===== config.mk =====
export PLATFORM = sky130hd
export DESIGN_NAME = regfile_writeback_flat
export DESIGN_NICKNAME = d
export VERILOG_FILES = /design/src/rtl/cpu_pkg.sv /design/src/rtl/regfile_writeback_if.sv /design/src/rtl/wb_fifo.sv /design/src/rtl/regfile_writeback.sv /design/src/flat_wrapper.sv
export SDC_FILE = /design/constraint.sdc
export NUM_CORES = 1
export LEC_CHECK = 0
export CORE_MARGIN = 1.5
export CORE_UTILIZATION = 45
export CTS_BUF_LIST = sky130_fd_sc_hd__clkbuf_16
export DETAILED_ROUTE_END_ITERATION = 10
export DONT_BUFFER_PORTS = 1
export PLACE_DENSITY_LB_ADDON = 0.12
export SETUP_SLACK_MARGIN = 0.3
export SYNTH_ARGS = -nofsm -noshare
export SYNTH_HDL_FRONTEND = slang
export SYNTH_SLANG_ARGS = --single-unit

===== constraint.sdc =====
create_clock -name Clock -period 9.1 [get_ports Clock]
set_input_delay 2.73 -clock Clock [delete_from_list [all_inputs] [get_ports Clock]]
set_output_delay 2.73 -clock Clock [all_outputs]
set_load 0.02 [all_outputs]

===== src/rtl/cpu_pkg.sv =====
// Shared CPU-side constants and the writeback entry type.
package cpu_pkg;

    localparam int unsigned ADDR_W   = 2;
    localparam int unsigned DATA_W   = 16;
    localparam int unsigned NUM_REGS = 4;

    // One pending register write: destination and value.
    typedef struct packed {
        logic [ADDR_W-1:0] rd;
        logic [DATA_W-1:0] data;
    } wb_entry_t;

endpackage


===== src/rtl/regfile_writeback_if.sv =====
// Writeback request handshake between the pipeline and regfile_writeback.
interface regfile_writeback_if #(
    parameter int unsigned ADDR_W = cpu_pkg::ADDR_W,
    parameter int unsigned DATA_W = cpu_pkg::DATA_W
);

    logic              wb_valid;
    logic [ADDR_W-1:0] wb_rd;
    logic [DATA_W-1:0] wb_data;
    logic              wb_ready;

    // Pipeline side: issues requests, observes acceptance.
    modport master (
        output wb_valid,
        output wb_rd,
        output wb_data,
        input  wb_ready
    );

    // Writeback buffer side: consumes requests, grants acceptance.
    modport slave (
        input  wb_valid,
        input  wb_rd,
        input  wb_data,
        output wb_ready
    );

endinterface


===== src/rtl/wb_fifo.sv =====
// Pending-write storage: circular buffer with explicit occupancy count.
// All entries are exposed oldest-first with valid bits so the caller can
// run forwarding compares without knowing the pointer positions.
module wb_fifo #(
    parameter int unsigned DEPTH  = 2,
    parameter int unsigned ADDR_W = cpu_pkg::ADDR_W,
    parameter int unsigned DATA_W = cpu_pkg::DATA_W,
    localparam int unsigned PTR_W = (DEPTH > 1) ? $clog2(DEPTH) : 1,
    localparam int unsigned CNT_W = $clog2(DEPTH) + 1
) (
    input  logic              Clock,
    input  logic              Reset,
    input  logic              push_i,
    input  logic [ADDR_W-1:0] push_rd_i,
    input  logic [DATA_W-1:0] push_data_i,
    input  logic              pop_i,
    output logic [CNT_W-1:0]  count_o,
    output logic [ADDR_W-1:0] ent_rd_o   [DEPTH],
    output logic [DATA_W-1:0] ent_data_o [DEPTH],
    output logic [DEPTH-1:0]  ent_valid_o
);

    import cpu_pkg::*;

    logic [ADDR_W-1:0] rd_q   [DEPTH];
    logic [DATA_W-1:0] data_q [DEPTH];
    logic [PTR_W-1:0]  wr_ptr_q, wr_ptr_d;
    logic [PTR_W-1:0]  rd_ptr_q, rd_ptr_d;
    logic [CNT_W-1:0]  count_q, count_d;
    logic [PTR_W-1:0]  idx;

    // Pointer and occupancy next-state; pointers wrap naturally at DEPTH.
    always_comb begin
        wr_ptr_d = push_i ? wr_ptr_q + PTR_W'(1) : wr_ptr_q;
        rd_ptr_d = pop_i  ? rd_ptr_q + PTR_W'(1) : rd_ptr_q;
        count_d  = count_q;
        if (push_i && !pop_i) begin
            count_d = count_q + CNT_W'(1);
        end else if (!push_i && pop_i) begin
            count_d = count_q - CNT_W'(1);
        end
    end

    // Pointer and occupancy registers.
    always_ff @(posedge Clock or posedge Reset) begin
        if (Reset) begin
            wr_ptr_q <= '0;
            rd_ptr_q <= '0;
            count_q  <= '0;
        end else begin
            wr_ptr_q <= wr_ptr_d;
            rd_ptr_q <= rd_ptr_d;
            count_q  <= count_d;
        end
    end

    // Entry storage; a push writes the slot at the write pointer.
    always_ff @(posedge Clock or posedge Reset) begin
        if (Reset) begin
            for (int unsigned i = 0; i < DEPTH; i++) begin
                rd_q[i]   <= '0;
                data_q[i] <= '0;
            end
        end else if (push_i) begin
            rd_q[wr_ptr_q]   <= push_rd_i;
            data_q[wr_ptr_q] <= push_data_i;
        end
    end

    // Rotate storage into age order: slot 0 is the head (oldest).
    always_comb begin
        idx = '0;
        for (int unsigned k = 0; k < DEPTH; k++) begin
            idx            = rd_ptr_q + PTR_W'(k);
            ent_rd_o[k]    = rd_q[idx];
            ent_data_o[k]  = data_q[idx];
            ent_valid_o[k] = (CNT_W'(k) < count_q);
        end
    end

    assign count_o = count_q;

endmodule


===== src/rtl/regfile_writeback.sv =====
// Writeback buffer in front of registerFile: accepts writeback requests,
// drains one entry per cycle into the register file write port, and
// forwards not-yet-committed data onto the RS/RT read paths.
module regfile_writeback #(
    parameter int unsigned DEPTH  = 2,
    parameter int unsigned ADDR_W = cpu_pkg::ADDR_W,
    parameter int unsigned DATA_W = cpu_pkg::DATA_W,
    localparam int unsigned CNT_W = $clog2(DEPTH) + 1
) (
    input  logic                Clock,
    input  logic                Reset,
    regfile_writeback_if.slave  wb,
    input  logic                rf_hold,
    output logic [ADDR_W-1:0]   RD,
    output logic [DATA_W-1:0]   WriteData,
    output logic                RegWrite,
    input  logic [ADDR_W-1:0]   RS,
    input  logic [ADDR_W-1:0]   RT,
    input  logic [DATA_W-1:0]   ReadRS,
    input  logic [DATA_W-1:0]   ReadRT,
    output logic [DATA_W-1:0]   FwdRS,
    output logic [DATA_W-1:0]   FwdRT,
    output logic [CNT_W-1:0]    pending
);

    import cpu_pkg::*;

    logic [CNT_W-1:0]  count;
    logic [ADDR_W-1:0] ent_rd   [DEPTH];
    logic [DATA_W-1:0] ent_data [DEPTH];
    logic [DEPTH-1:0]  ent_valid;
    logic              has_entry;
    logic              drain;
    logic              accept;

    wb_fifo #(
        .DEPTH  (DEPTH),
        .ADDR_W (ADDR_W),
        .DATA_W (DATA_W)
    ) u_fifo (
        .Clock       (Clock),
        .Reset       (Reset),
        .push_i      (accept),
        .push_rd_i   (wb.wb_rd),
        .push_data_i (wb.wb_data),
        .pop_i       (drain),
        .count_o     (count),
        .ent_rd_o    (ent_rd),
        .ent_data_o  (ent_data),
        .ent_valid_o (ent_valid)
    );

    // Drain/accept control; a draining full buffer can still take a push.
    always_comb begin
        has_entry   = (count != '0);
        drain       = has_entry && !rf_hold;
        wb.wb_ready = (count < CNT_W'(DEPTH)) || drain;
        accept      = wb.wb_valid && wb.wb_ready;
        RegWrite    = drain;
        RD          = has_entry ? ent_rd[0]   : '0;
        WriteData   = has_entry ? ent_data[0] : '0;
        pending     = count;
    end

    // Newest-first forwarding: scan oldest to newest so later matches win.
    always_comb begin
        FwdRS = ReadRS;
        FwdRT = ReadRT;
        for (int unsigned k = 0; k < DEPTH; k++) begin
            if (ent_valid[k] && (ent_rd[k] == RS)) begin
                FwdRS = ent_data[k];
            end
            if (ent_valid[k] && (ent_rd[k] == RT)) begin
                FwdRT = ent_data[k];
            end
        end
    end

endmodule


===== src/flat_wrapper.sv =====
// flat-port wrapper written by rule: the top's interface ports become plain ports
module regfile_writeback_flat import cpu_pkg::*;
#(
    parameter int unsigned DEPTH  = 2,
    parameter int unsigned ADDR_W = cpu_pkg::ADDR_W,
    parameter int unsigned DATA_W = cpu_pkg::DATA_W,
    localparam int unsigned CNT_W = $clog2(DEPTH) + 1
)
  (Clock, Reset, rf_hold, RD, WriteData, RegWrite, RS, RT, ReadRS, ReadRT, FwdRS, FwdRT, pending, wb_wb_valid, wb_wb_rd, wb_wb_data, wb_wb_ready);
  regfile_writeback_if #(.ADDR_W(ADDR_W), .DATA_W(DATA_W)) wb_i ();
  input  logic Clock;
  input  logic Reset;
  input  logic rf_hold;
  output logic [ADDR_W-1:0] RD;
  output logic [DATA_W-1:0] WriteData;
  output logic RegWrite;
  input  logic [ADDR_W-1:0] RS;
  input  logic [ADDR_W-1:0] RT;
  input  logic [DATA_W-1:0] ReadRS;
  input  logic [DATA_W-1:0] ReadRT;
  output logic [DATA_W-1:0] FwdRS;
  output logic [DATA_W-1:0] FwdRT;
  output logic [CNT_W-1:0] pending;
  input wire logic [$bits(wb_i.wb_valid)-1:0] wb_wb_valid;
  input wire logic [$bits(wb_i.wb_rd)-1:0] wb_wb_rd;
  input wire logic [$bits(wb_i.wb_data)-1:0] wb_wb_data;
  output wire logic [$bits(wb_i.wb_ready)-1:0] wb_wb_ready;
  assign wb_i.wb_valid = wb_wb_valid;
  assign wb_i.wb_rd = wb_wb_rd;
  assign wb_i.wb_data = wb_wb_data;
  assign wb_wb_ready = wb_i.wb_ready;
  regfile_writeback #(.DEPTH(DEPTH), .ADDR_W(ADDR_W), .DATA_W(DATA_W)) u_core (.Clock(Clock), .Reset(Reset), .wb(wb_i), .rf_hold(rf_hold), .RD(RD), .WriteData(WriteData), .RegWrite(RegWrite), .RS(RS), .RT(RT), .ReadRS(ReadRS), .ReadRT(ReadRT), .FwdRS(FwdRS), .FwdRT(FwdRT), .pending(pending));
endmodule

==> summary.md, run 1 <==
| Metric | Value |
|---|---|
| Dominant register cell in the synthesized netlist | dfrtp_1 |
| Min-delay worst type | flop to flop |
| Number of nets in the layout | 407 |
| CTS hold repair buffers | 0 |
| Maxcap violations | 0 |
| Portion of synthesized cell area occupied by the leading cell type | 0.3108 |
| Pin count of the biggest net entering global routing | 70 |
| Post-detailed-route via-to-cell ratio | 5.833 |
| Sum of net half-perimeters after detailed placement | 5764 um |
| Maximum root-to-sink buffer count | 2 |
| Pins Over Slew Limit | 0 |
| ANT nets after route | 0 |
| FP Rows | 30 |
| Remaining Overflow, GRT | 0 |
| Fin crit share | 0.8368 |
| FF+latch count, synth | 40 |
| Cell count after synthesis | 357 |
| Vias after detailed routing | 2584 |
| Mapped cell area | 0.003221 mm^2 |
| Area of the die | 0.007674 mm^2 |
| CTS tree | done |
| Commonest non-fill, non-tap cells in the layout | 63 x nor2_1, 43 x mux2_2, 39 x dfrtp_1, 25 x o21ai_0, 25 x mux2i_1 |
| VDD IR max | 0.0002140 V |
| Setup Fix Bufs, Post-CTS | 0 |
| CTS clock-pin slew for the worst setup and hold paths | 0.06 ns |
| First-pass GRT wire length | 12440 um |
| Inserted Diodes | 0 |
| Iteration count of the initial detailed-routing pass | 4 |
| Yosys cell types | 36 |
| Initial standard-cell utilization of the core | 0.4689 |
| Crit path DAT | 4.89 ns |
| Maximum fanout along the worst path | 12 |
| Standby leakage power | 1.460 nW |
| Cell chosen for the clock root | clkbuf_16 |
| Sinks on the clock net | 40 |
| Aggregate global-route resource usage | 0.2149 |
| Largest cells by area after synthesis | dfrtp_1 31%, mux2_2 15%, mux2i_1 7.8%, nor2_1 7.3%, o21ai_0 3.9% |
| Count of H-tree levels built during CTS | 2 |
| Clock network latency to the later pin of the worst-skew pair | 0.28 ns |
| I/O pin cnt | 112 |
| Setup violations, final | 0 |
| Total negative setup slack | 0 ns |
| Register-to-Register Setup Slack | 5.57 ns |
| Number of synthesis warnings | 0 |
| Required arrival time at the worst endpoint | 6.37 ns |
| Kind of launch point of the worst setup path | input pin |
| Resized Gates After CTS | 0 |
| Result of the run | completed |
| Register cell area after layout | 0.001002 mm^2 |
| Number of DRC markers after the initial detailed-route iteration | 118 |
| Top achievable clock speed | 131.3 MHz |
| Worst slew pin tran | 1.043 ns |
| Fraction of registers with async set or reset after synthesis | 1.000 |
| Crit Path Class | input pin to output pin |
| Hold violation count in the final report | 0 |
| DRC violation count after routing | 0 |
| Footprint of the multi-input gates | 0.002081 mm^2 |
| Hold WS | 0.5002 ns |
| Maximum clock skew at final layout | 0.007600 ns |
| Vias in the first global route | 2359 |
| X dimension of the die | 87.60 um |
| Simple-gate share of the synthesized area | 0.1779 |
| Vert. Die Dim | 87.60 um |
| Xor-xnor portion of the synthesized cell area | 0.03497 |
| Area share of fa/ha/maj cells after synthesis | 0.01166 |
| Synthesized Nets | 418 |
| Number of fillers in the final layout | 678 |
| DR WL/cell | 18.60 um |
| Number of antenna violations at the first check in global routing | 0 |
| CTS buffer count | 5 |
| Final estimated routing congestion in global placement | 0.8105 |
| Dominant cell type by area after synthesis | dfrtp_1 |
| Shortest period the worst path allows | 7.615 ns |
| Total wirelength of the detailed-routed design | 8240 um |
| Power per cell area | 502.2 mW/mm^2 |
| Placeable core area | 0.006869 mm^2 |
| Synthesized area per cell | 9.021 um^2 |
| Largest family of logic cells by synthesized area | multiplexers |
| Setup repair after global routing missed its margin | false |
| IO buf count | 0 |
| Fraction of synthesized area in multiplexers | 0.2506 |
| Number of enable-type register cells in the synthesized netlist | 0 |
| Sequential-to-total area share from yosys stat | 0.3108 |
| Commonest non-fill, non-tap cell in the layout | nor2_1 |
| Element type at the critical path end | output pin |
| Fraction of final layout cells sized beyond drive strength 1 | 0.2334 |
| Relative max-transition margin | 0.3047 |
| Complex-gate fraction of the synthesized area | 0.1709 |
| Layout overhead on the synthesized area | 6.177% |
[per-layer routing]
metal | share of wire | routed length (um) | global-route usage | up-vias
li1 | - | - | - | 1250
met1 | 0.46 | 3769 | 0.2928 | 1225
met2 | 0.45 | 3737 | 0.3434 | 99
met3 | 0.078 | 645 | 0.05749 | 10
met4 | 0.011 | 87 | 0.04906 | 0
met5 | 0 | 0 | 0 | -
[critical path, stage by stage]
cell and delay [ns]:
and3b_1 0.17, mux2i_4 0.23, or2_0 0.83, mux2i_1 0.21, a221oi_1 0.71
[cells in the mapped netlist, drive strengths merged, types with 3 or more instances]
master	number
mux2	43
o221a	7
o22ai	5
or2	14
nand2	13
dfrtp	40
mux2i	29
nor3	14
ha	3
a21oi	20
inv	10
buf	10
nand2b	12
o211a	12
o21ai	25
xor2	4
nor2	63
xnor2	8
clkbuf	10
[stage by stage]
| step | total power (W) | std cells | util | cell area [um^2] | setup WS (ns) |
|---|---|---|---|---|---|
| global route | 0.001834 | 443 | 0.4978 | 3420 | 1.412 |
| CTS | 0.001724 | 443 | 0.4978 | 3420 | 1.521 |
| global placement | 0.001509 | 435 | 0.4740 | 3256 | 1.570 |
| detailed placement | 0.001521 | 435 | 0.4740 | 3256 | 1.525 |
| finish | 0.001717 | 443 | 0.4978 | 3420 | 1.485 |
| floorplan | 0.001353 | 357 | - | 3221 | 2.075 |
[sequential cells by signal (all words and copies together) (netlist names)]
| register | count |
|---|---|
| u_core.u_fifo.data_q | 32 |
| u_core.u_fifo.rd_q | 4 |
| u_core.u_fifo.count_o | 2 |
| u_core.u_fifo.rd_ptr_q | 1 |
| u_core.u_fifo.wr_ptr_q | 1 |
[layout make-up]
| class | instances | area share |
|---|---|---|
| multi-input cells | 287 | 0.6085 |
| flip-flops and latches | 40 | 0.2931 |
| clock buffers | 5 | 0.03659 |
| well taps | 96 | 0.03513 |
| clock inverters | 3 | 0.01134 |
| inverters | 10 | 0.01098 |
| repair buffers | 2 | 0.004391 |
[path summary, 6_finish.rpt]
| kind | startpoint | to | cells after the start |
|---|---|---|---|
| worst max-delay path | RT[1] | FwdRT[4] | 5 |
| worst min-delay path | u_core.u_fifo.wr_ptr_q | u_core.u_fifo.wr_ptr_q | 2 |
| worst max register to register | u_core.u_fifo.count_o[1] | u_core.u_fifo.data_q[13] | 7 |
| worst min register to register | u_core.u_fifo.wr_ptr_q | u_core.u_fifo.wr_ptr_q | 2 |
| max in group asynchronous | Reset | u_core.u_fifo.rd_ptr_q | 2 |
| min in group asynchronous | Reset | u_core.u_fifo.count_o[0] | 2 |
[cell families (layout without fill, tap and decap cells)]
kind of cell               Yosys count  after routing
AOI/OAI and AO/OA                   76             76
buffers and inverters               30             20
adders and majority gates            3              3
and+or+nand+nor                    124            124
DFF                                 40             40
xor gates and xnor gates            12             12
muxes                               72             72
[power by group]
group          switching (W)  internal, W  leakage, nW  total [W]
clock              0.0000684     0.000128       0.0850   0.000196
combinational       0.000739     0.000402        0.904    0.00114
sequential          0.000109     0.000271        0.470   0.000380
Power figures use the tool's default switching activity.
==> run 2, diff against run 1 <==
==> constraint.sdc (replaced) <==
create_clock -name Clock -period 6.7 [get_ports Clock]
set_input_delay 2.01 -clock Clock [delete_from_list [all_inputs] [get_ports Clock]]
set_output_delay 2.01 -clock Clock [all_outputs]
set_load 0.02 [all_outputs]
==> run 2 against run 1 <==
  * Register-to-register slack got worse by 2.4 ns
  * Worst setup slack worse by 0.68 ns
  * Cell count is 0.45% higher
  * Routed wire length about the same
  * Clock-buffer cell count unchanged
  * Critical path depth rose by 1
  * Critical path type unchanged
  * Largest power group unchanged
  * Clock skew is 0.0011 ns lower
  * Sequential cell count stayed put
  * Largest cell class unchanged
  * Via count up 0.15%
  * Core utilization down 0.18 points
  * Die area unchanged
  * Non-clock buffer count grew 2
==> summary.md, run 2 (synthesis results as in run 1) <==
| Metric | Value |
|---|---|
| Result of the run | completed |
| Fin crit share | 0.8793 |
| Remaining Overflow, GRT | 0 |
| Post-detailed-route via-to-cell ratio | 5.816 |
| Hold-critical path depth | 2 |
| Aggregate global-route resource usage | 0.2158 |
| Pin count of the biggest net entering global routing | 60 |
| Initial standard-cell utilization of the core | 0.4689 |
| Kind of launch point of the worst setup path | input pin |
| VDD IR max | 0.0002834 V |
| Vias in the first global route | 2371 |
| Vias after detailed routing | 2588 |
| Shortest period the worst path allows | 5.892 ns |
| Register ranked first by flip-flop count | u_core.u_fifo.data_q |
| FF-to-FF Start | u_core.u_fifo.count_o[1] |
| FP Rows | 30 |
| DR WL/cell | 18.53 um |
| Iteration count of the initial detailed-routing pass | 4 |
| Flip-flop count of the largest register after layout | 32 |
| Worst setup timing slack at the placement stage | 0.8044 ns |
| Commonest non-fill, non-tap cell in the layout | nor2_1 |
| I/O pin cnt | 112 |
| Summed area of non-filler cells in the final layout | 0.003407 mm^2 |
| Top achievable clock speed | 169.7 MHz |
| Worst slew pin tran | 1.008 ns |
| Element type at the critical path end | output pin |
| Register-to-Register Setup Slack | 3.16 ns |
| Startpoint of the most critical hold path | u_core.u_fifo.wr_ptr_q |
| First-pass GRT wire length | 12560 um |
| Required arrival time at the worst endpoint | 4.69 ns |
| ANT nets after route | 0 |
| Number of DRC markers after the initial detailed-route iteration | 95 |
| DRC violation count after routing | 0 |
| Placeable core area | 0.006869 mm^2 |
| Maximum fanout along the worst path | 12 |
| Pins Over Slew Limit | 0 |
| CTS clock-pin slew for the worst setup and hold paths | 0.06 ns |
| CTS tree | done |
| Clock network latency to the later pin of the worst-skew pair | 0.28 ns |
| End point of the worst hold path | u_core.u_fifo.wr_ptr_q |
| Fraction of final layout cells sized beyond drive strength 1 | 0.2321 |
| Resized Gates After CTS | 0 |
| Standby leakage power | 1.458 nW |
| Standard cell area after detailed placement | 0.003271 mm^2 |
| Maximum root-to-sink buffer count | 2 |
| Setup Fix Bufs, Post-CTS | 0 |
| Power per cell area | 675.7 mW/mm^2 |
| R2R depth | 7 |
| Number of antenna violations at the first check in global routing | 0 |
| Cell chosen for the clock root | clkbuf_16 |
| Hold WS | 0.4996 ns |
| Crit path DAT | 3.88 ns |
| X dimension of the die | 87.60 um |
| Endpoint of the worst register-to-register path | u_core.u_fifo.data_q[9] |
| Setup repair after global routing missed its margin | false |
| Maxcap violations | 0 |
| Number of nets in the layout | 409 |
| Total wirelength of the detailed-routed design | 8245 um |
| Relative max-transition margin | 0.3277 |
| Min-delay worst type | flop to flop |
| Count of H-tree levels built during CTS | 2 |
| Sinks on the clock net | 40 |
| CTS buffer count | 5 |
| Commonest non-fill, non-tap cells in the layout | 63 x nor2_1, 43 x mux2_2, 39 x dfrtp_1, 25 x o21ai_0, 25 x mux2i_1 |
| Layout overhead on the synthesized area | 5.789% |
| Maximum clock skew at final layout | 0.006540 ns |
| Inserted Diodes | 0 |
| CTS hold repair buffers | 0 |
| Final estimated routing congestion in global placement | 0.8398 |
| Crit Path Class | input pin to output pin |
| Sum of net half-perimeters after detailed placement | 5835 um |
| Setup violations, final | 0 |
| Area of the die | 0.007674 mm^2 |
| Worst setup slack after layout | 0.8084 ns |
| Total negative setup slack | 0 ns |
| Vert. Die Dim | 87.60 um |
| Hold violation count in the final report | 0 |
| IO buf count | 0 |
run 2: cell types whose count changed in the layout (fill, tap and decap cells not counted):
cell | before | now
clkinv_1 | 1 | 2
bufinv_16 | 1 | 0
inv_1 | 10 | 11
buf_4 | 2 | 4
clkinv_2 | 1 | 0
run 2: per-stage QoR:
stage | util | power [W] | std cells
2_1_floorplan | - | 0.001838 | 357
3_3_place_gp | 0.4761 | 0.002061 | 437
3_5_place_dp | 0.4761 | 0.002077 | 437
4_1_cts | 0.4960 | 0.002312 | 445
5_1_grt | 0.4960 | 0.002470 | 445
6_report | 0.4960 | 0.002302 | 445
run 2: layout make-up:
type                            count  area [um^2]
Timing Repair Buffer                4        30.03
Fill cell                         682         3462
Sequential cell                    40         1002
Clock inverter                      3        11.26
Clock buffer                        5        125.1
Tap cell                           96        120.1
Multi-Input combinational cell    287         2081
Inverter                           10        37.54
run 2: how the worst max path moves through the flow:
stage                      from  endpoint  slack [ns]  cells past startpoint
after global routing      RT[1]  FwdRT[3]        0.64                      6
final                     RT[1]  FwdRT[4]        0.81                      6
after CTS                 RT[1]  FwdRT[4]        0.79                      6
after detailed placement  RT[1]  FwdRT[4]        0.80                      6
after global placement    RT[1]  FwdRT[3]        0.85                      6
after floorplan           RT[1]  FwdRT[3]        1.11                      6
run 2: layer usage:
| layer | up-vias | part of all wire | GRT usage |
|---|---|---|---|
| met1 | 1238 | 0.46 | 0.2970 |
| met4 | 0 | 0.0099 | 0.06061 |
| met2 | 91 | 0.45 | 0.3357 |
| met3 | 8 | 0.083 | 0.05844 |
| met5 | - | 0 | 0 |
| li1 | 1251 | - | - |
run 2: where the power goes:
| group | internal [W] | switching, W | total, W |
|---|---|---|---|
| Combinational | 0.000557 | 0.000998 | 0.00156 |
| Clock | 0.000134 | 0.0000918 | 0.000226 |
| Sequential | 0.000369 | 0.000152 | 0.000521 |
run 2: critical path: stages:
cell,delay (ns)
and3b_1,0.16
mux2i_4,0.24
or2_0,0.72
mux2i_1,0.21
a221oi_1,0.34
buf_4,0.19
==> patch 1: new RTL, settings of run 2 <==
`DEPTH` is set to 2 in 3 places; all go to 8.
--- a/src/rtl/wb_fifo.sv
+++ b/src/rtl/wb_fifo.sv
@@ -4,3 +4,3 @@
 module wb_fifo #(
-    parameter int unsigned DEPTH  = 2,
+    parameter int unsigned DEPTH  = 8,
     parameter int unsigned ADDR_W = cpu_pkg::ADDR_W,
--- a/src/rtl/regfile_writeback.sv
+++ b/src/rtl/regfile_writeback.sv
@@ -4,3 +4,3 @@
 module regfile_writeback #(
-    parameter int unsigned DEPTH  = 2,
+    parameter int unsigned DEPTH  = 8,
     parameter int unsigned ADDR_W = cpu_pkg::ADDR_W,
--- a/src/flat_wrapper.sv
+++ b/src/flat_wrapper.sv
@@ -3,3 +3,3 @@
 #(
-    parameter int unsigned DEPTH  = 2,
+    parameter int unsigned DEPTH  = 8,
     parameter int unsigned ADDR_W = cpu_pkg::ADDR_W,
Interface: changed (resized pending); port bits go from 112 to 114. The function was not compared with the original's and may differ.
==> patch 1 against run 2 <==
Final cell count grew to 3.7 times the old value. Sequential cell count up 114. Maximum frequency down 6.8%. Largest cell class unchanged. Area after synthesis rose to 4.4 times the old value. Final area grew to 4.6 times the old value. Setup slack worse by 0.43 ns. Wire length rose to 5.8 times the old value. Utilization grew 0.21 points. Global-route usage is 7.8 points higher. Critical path type is now flip-flop to output pin. Clock skew rose by 0.0091 ns. Worst hold slack better by 0.079 ns.
Power is not shown: default switching activity piles up to over one toggle a cycle in this logic, so the estimate is an artifact.
==> patch 1: results (changes against run 2) <==
stage,metric,value,unit,change
placement,placed_area,14900,um^2,+360%
run_status,outcome,finished clean,,
cells_and_area,antenna-diode-count,0,,unchanged
clock_tree,clk_latency,0.46,ns,+0.18 ns
logic_synthesis,ys_top_cells_by_area,"sky130_fd_sc_hd__dfrtp_1 27%, sky130_fd_sc_hd__mux4_2 23%, sky130_fd_sc_hd__mux2_2 17%, sky130_fd_sc_hd__mux2i_1 7.2%, sky130_fd_sc_hd__nand2_1 2.0%",,
detailed_routing,first_iter_violations,1131,,+1100%
logic_synthesis,synth-compound-area-share,9.87,%,-7.2 points
logic_synthesis,post_synth_most_frequent_cells,"213 x sky130_fd_sc_hd__mux2_2, 154 x sky130_fd_sc_hd__dfrtp_1, 145 x sky130_fd_sc_hd__mux4_2, 103 x sky130_fd_sc_hd__mux2i_1, 78 x sky130_fd_sc_hd__nand2_1",,
grt,grt_pass1_vias,11036,,+370%
logic_synthesis,synth_mux_area_share,46.9,%,+22 points
critical_path,slowest_stage,sky130_fd_sc_hd__mux4_2,,
placement,post-dp-hpwl,32700,um,+460%
hold_path,holdPathEnd,u_core.u_fifo.data_q[12]$_DFFE_PP0P_,,
logic_synthesis,synthDistinctLibCells,53,,+47%
critical_path,cp_data_arrival_time,4.31,ns,+0.43 ns
cells_and_area,count_of_nets_after_finishing,1296,,+220%
critical_path,critical_path.startpoint,u_core.u_fifo.rd_ptr_q[1]$_DFFE_PP0P_,,
placement,place.gp.congestion,0.905,,+7.8%
hold_path,worst_hold_startpoint,u_core.u_fifo.data_q[12]$_DFFE_PP0P_,,
cells_and_area,n_fill_cell,2830,,+310%
grt,largest_net_degree_at_the_start_of_global_routing,78,,+30%
cells_and_area,layout-drive-gt1-share,40.8,%,+18 points
critical_path,largest_fanout_on_the_critical_path,18,,+6
logic_synthesis,ys_seq_area_share,27.0,%,-4.1 points
grt,number_of_antenna_violations_at_the_first_check_in_global_routing,1,,+1
critical_path,endpoint,FwdRT[6],,
detailed_routing,drt_pre_antenna_iters,5,,+1
critical_path,crit-reg2reg-launch,u_core.u_fifo.count_o[3]$_DFFE_PP0P_,,
timing,final.setup_skew,0.0156,ns,+0.00906 ns
logic_synthesis,synth-xor-area-share,3.00,%,-0.49 points
hold_path,whs_path_depth,1,,-1
logic_synthesis,synth_adder_area_share,0.613,%,-0.55 points
detailed_routing,drt_wl_total,47600,um,+480%
critical_path,slowest_delay,0.54,ns,-0.18 ns
clock_tree,tritoncts.num_buffers,17,,+12
critical_path,setup.reg_to_reg.worst_slack,3.40,ns,+0.24 ns
patch 1: cell count changes after synthesis, sizes merged, moves of 18 or more:
cell           run 2  this run
a31oi              0        28
buf               10        64
clkbuf            10        52
dfrtp             40       154
mux2              43       213
mux2i             29       103
mux4               0       145
nand2             13        78
nand3              2        29
nand4              0        18
o211ai             1        20
xor2               4        23
patch 1: area by class of cell:
class	instances	area (um^2)	share of cell area (%)
clock buffers	17	425	2.72
repair buffers	83	699	4.47
inverters	8	35.0	0.224
clock inverters	15	200	1.28
multi-input cells	967	9910	63.4
well taps	402	503	3.22
flip-flops and latches	154	3860	24.7
patch 1: repair_timing:
action                                  CTS  global route
gates cloned                              0             1
endpoints found under the setup margin   10             9
setup buffers                             1             0
resized for setup                         2             7
patch 1: per-stage QoR:
stage               std cells  setup WS [ns]  util, %  hold slack, ns
finish                   1646          0.380     49.8           0.579
global route             1646          0.272     49.8           0.593
CTS                      1645          0.301     49.7           0.576
detailed placement       1612          0.660     47.6           0.559
global placement         1612          0.680     47.6           0.546
floorplan                1245          0.540        -           0.526
patch 1: metal layers:
metal  vias to the layer above  global-route usage [%]  routed length, um
met1                      5927                    42.0              20400
met2                       591                    44.4              21900
met5                         -                       0                  7
li1                       4903                       -                  -
met4                         2                    10.4               1270
met3                        92                    6.01               4120
patch 1: worst reg2reg max path: stages (launching register included):
cell	delay [ns]
sky130_fd_sc_hd__dfrtp_1	0.54
sky130_fd_sc_hd__nand2_1	0.26
sky130_fd_sc_hd__and2_1	0.46
sky130_fd_sc_hd__nand2b_1	0.26
sky130_fd_sc_hd__nor3b_2	0.90
sky130_fd_sc_hd__buf_4	0.38
sky130_fd_sc_hd__mux2_2	0.37
==> patch 2: new RTL, flow settings as in run 2 <==
Made on the original files. Reset style: synchronous (`Reset`), changed in 2 clocked blocks.
--- a/src/rtl/wb_fifo.sv
+++ b/src/rtl/wb_fifo.sv
@@ -44,3 +44,3 @@
     // Pointer and occupancy registers.
-    always_ff @(posedge Clock or posedge Reset) begin
+    always_ff @(posedge Clock) begin
         if (Reset) begin
@@ -57,3 +57,3 @@
     // Entry storage; a push writes the slot at the write pointer.
-    always_ff @(posedge Clock or posedge Reset) begin
+    always_ff @(posedge Clock) begin
         if (Reset) begin
Check against the original RTL: differs if Reset is asserted again (counterexample within 4 cycles, from zero or initial values and one cycle with Reset high); with Reset held inactive, the same outputs for 10 cycles.
==> patch 2 against run 2 <==
Utilization is 0.097 points lower. Clock skew is 0.0029 ns lower. Sequential cell count is 1 higher. Highest routed layer unchanged. Final area is 5.9% higher. First-iteration DRC count is 19% higher. Final cell count is 1.8% lower. Setup slack better by 0.30 ns. Sequential share of layout area is 3.3 points higher. Total power is 35% lower. Register-to-register slack worse by 0.27 ns. Wire length is 5.2% higher. Area after synthesis is 6.3% higher. Maximum frequency is 5.4% higher.
==> patch 2: results (changes against run 2) <==
stage,metric,value,unit,change
grt,grt_pass1_vias,2511,,+5.9%
critical_path,crit-reg2reg-launch,u_core.u_fifo.count_o[1]$_SDFFE_PP0P_,,
cells_and_area,n_fill_cell,738,,+8.2%
critical_path,crit_family,compound AO/OA/AOI/OAI gates,,
cells_and_area,count_of_nets_after_finishing,398,,-2.7%
critical_path,largest_fanout_on_the_critical_path,17,,+5
timing,final.setup_skew,0.00361,ns,-0.00293 ns
pwr,power.ir.vdd_worst,0.365,mV,+29%
logic_synthesis,ys_dominant_reg_cell,sky130_fd_sc_hd__edfxtp_1,,
grt,largest_net_degree_at_the_start_of_global_routing,41,,-32%
critical_path,cp_data_arrival_time,3.58,ns,-0.30 ns
logic_synthesis,synth-compound-area-share,15.1,%,-2.0 points
critical_path,critical_path.startpoint,RT[0],,
detailed_routing,first_iter_violations,113,,+19%
detailed_routing,drt_pre_antenna_iters,4,,unchanged
logic_synthesis,synth_mux_area_share,12.7,%,-12 points
critical_path,slowest_delay,0.76,ns,+0.04 ns
clock_tree,postCtsSetupRepairBufs,0,,unchanged
logic_synthesis,post_synth_most_frequent_cells,"36 x sky130_fd_sc_hd__and2_1, 36 x sky130_fd_sc_hd__edfxtp_1, 33 x sky130_fd_sc_hd__nor3_1, 32 x sky130_fd_sc_hd__a21oi_1, 32 x sky130_fd_sc_hd__nand4_1",,
critical_path,slowest_stage,sky130_fd_sc_hd__o31ai_1,,
run_status,outcome,finished clean,,
cells_and_area,antenna-diode-count,0,,unchanged
grt,grt_pass1_wl,13700,um,+9.2%
logic_synthesis,synth_adder_area_share,1.10,%,-0.069 points
logic_synthesis,synth_enable_flop_cells,36,,+36
placement,post-dp-hpwl,6600,um,+13%
hold_path,worst_hold_startpoint,u_core.u_fifo.wr_ptr_q$_SDFFE_PP0N_,,
detailed_routing,viasPerCell,5.90,,+1.5%
clock_tree,tritoncts.num_buffers,5,,unchanged
logic_synthesis,ys_seq_area_share,34.5,%,+3.4 points
detailed_routing,drt_wl_total,8670,um,+5.2%
grt,track_usage,21.1,%,-0.45 points
logic_synthesis,synth_fp_nets,410,,-1.9%
clock_tree,clkSlewWorstSetupHoldPaths,0.06,ns,about the same
logic_synthesis,post_synthesis_async_set_or_reset_flop_share,0,%,-100 points
floorplan,floorplan.initialDensity,46.9,%,+0.061 points
pwr,p_leak,1.20,nW,-17%
logic_synthesis,synth-xor-area-share,5.99,%,+2.5 points
grt,grt-ovfl-total,0,,unchanged
logic_synthesis,ys_top_cells_by_area,"sky130_fd_sc_hd__edfxtp_1 32%, sky130_fd_sc_hd__o31ai_2 6.9%, sky130_fd_sc_hd__and2_1 6.6%, sky130_fd_sc_hd__mux2_2 5.9%, sky130_fd_sc_hd__nand4_1 5.8%",,
timing,tightest_slew,1.20,ns,+0.196 ns
placement,place.gp.congestion,0.807,,-4.0%
cells_and_area,layout-drive-gt1-share,21.0,%,-2.2 points
cells_and_area,largest_register_ffs,32,,unchanged
logic_synthesis,synthDistinctLibCells,34,,-5.6%
==> patch 2: cell count changes after synthesis, moves of 13 or more <==
| cell | change |
|---|---|
| sky130_fd_sc_hd__dfrtp_1 | -40 |
| sky130_fd_sc_hd__edfxtp_1 | +36 |
| sky130_fd_sc_hd__o31ai_2 | +19 |
| sky130_fd_sc_hd__o31ai_1 | +13 |
| sky130_fd_sc_hd__nand4_1 | +32 |
| sky130_fd_sc_hd__nor3_1 | +19 |
| sky130_fd_sc_hd__and2_1 | +36 |
| sky130_fd_sc_hd__mux2_2 | -25 |
| sky130_fd_sc_hd__o21ai_0 | -25 |
| sky130_fd_sc_hd__nor2_1 | -35 |
==> patch 2: cell type report <==
| class | instances | share of cell area (%) |
|---|---|---|
| timing repair buffer | 11 | 2.29 |
| inverter | 4 | 0.416 |
| clock inverter | 3 | 1.14 |
| clock buffer | 5 | 3.47 |
| multi-input combinational | 274 | 56.5 |
| tap | 99 | 3.43 |
| sequential | 41 | 32.7 |
==> patch 2: path summary, 6_finish.rpt <==
kind / cells past startpoint / slack (ns) / end
max: 4 / 1.11 / FwdRT[9]
min: 2 / 0.56 / u_core.u_fifo.wr_ptr_q$_SDFFE_PP0N_
max reg2reg: 6 / 2.89 / u_core.u_fifo.data_q[1][6]$_SDFFCE_PN0P_
min reg2reg: 2 / 0.56 / u_core.u_fifo.wr_ptr_q$_SDFFE_PP0N_
==> patch 2: routing by layer <==
metal  share of wire [%]  global-route usage [%]  wire length [um]  up-vias
met3                 8.3                    5.92               723        8
met4                 1.0                    5.69                87        0
li1                    -                       -                 -     1275
met1                  46                    28.8              3980     1190
met5                   0                       0                 0        -
met2                  45                    32.9              3880      106
==> patch 2: logic make-up after synthesis <==
kind of cell	Yosys count
AND/OR/NAND/NOR	152
flip-flops	41
XOR/XNOR	14
buffers and inverters	34
AO/OA/AOI/OAI	67
adder cells (fa/ha/maj)	3
multiplexers	38
==> patch 2: power breakdown <==
group / switching, mW / internal, mW
clock: 0.0914 / 0.174
sequential: 0.0501 / 0.327
combinational: 0.591 / 0.267
total: 0.733 / 0.768
==> patch 2: through the flow <==
step | total power [mW] | hold WS (ns) | area (um^2) | cells | setup slack (ns)
after CTS | 1.51 | 0.565 | 3610 | 437 | 1.11
after global routing | 1.59 | 0.590 | 3610 | 437 | 1.01
after global placement | 1.23 | 0.537 | 3440 | 429 | 1.14
final | 1.50 | 0.563 | 3610 | 437 | 1.11
after floorplan | 1.11 | 0.514 | 3420 | 349 | 1.41
after detailed placement | 1.24 | 0.540 | 3440 | 429 | 1.11
==> patch 2: worst min-delay path, stage by stage (launching register included) <==
cell and delay, ns:
sky130_fd_sc_hd__dfxtp_1 0.38, sky130_fd_sc_hd__xor2_1 0.09, sky130_fd_sc_hd__nor2_1 0.07
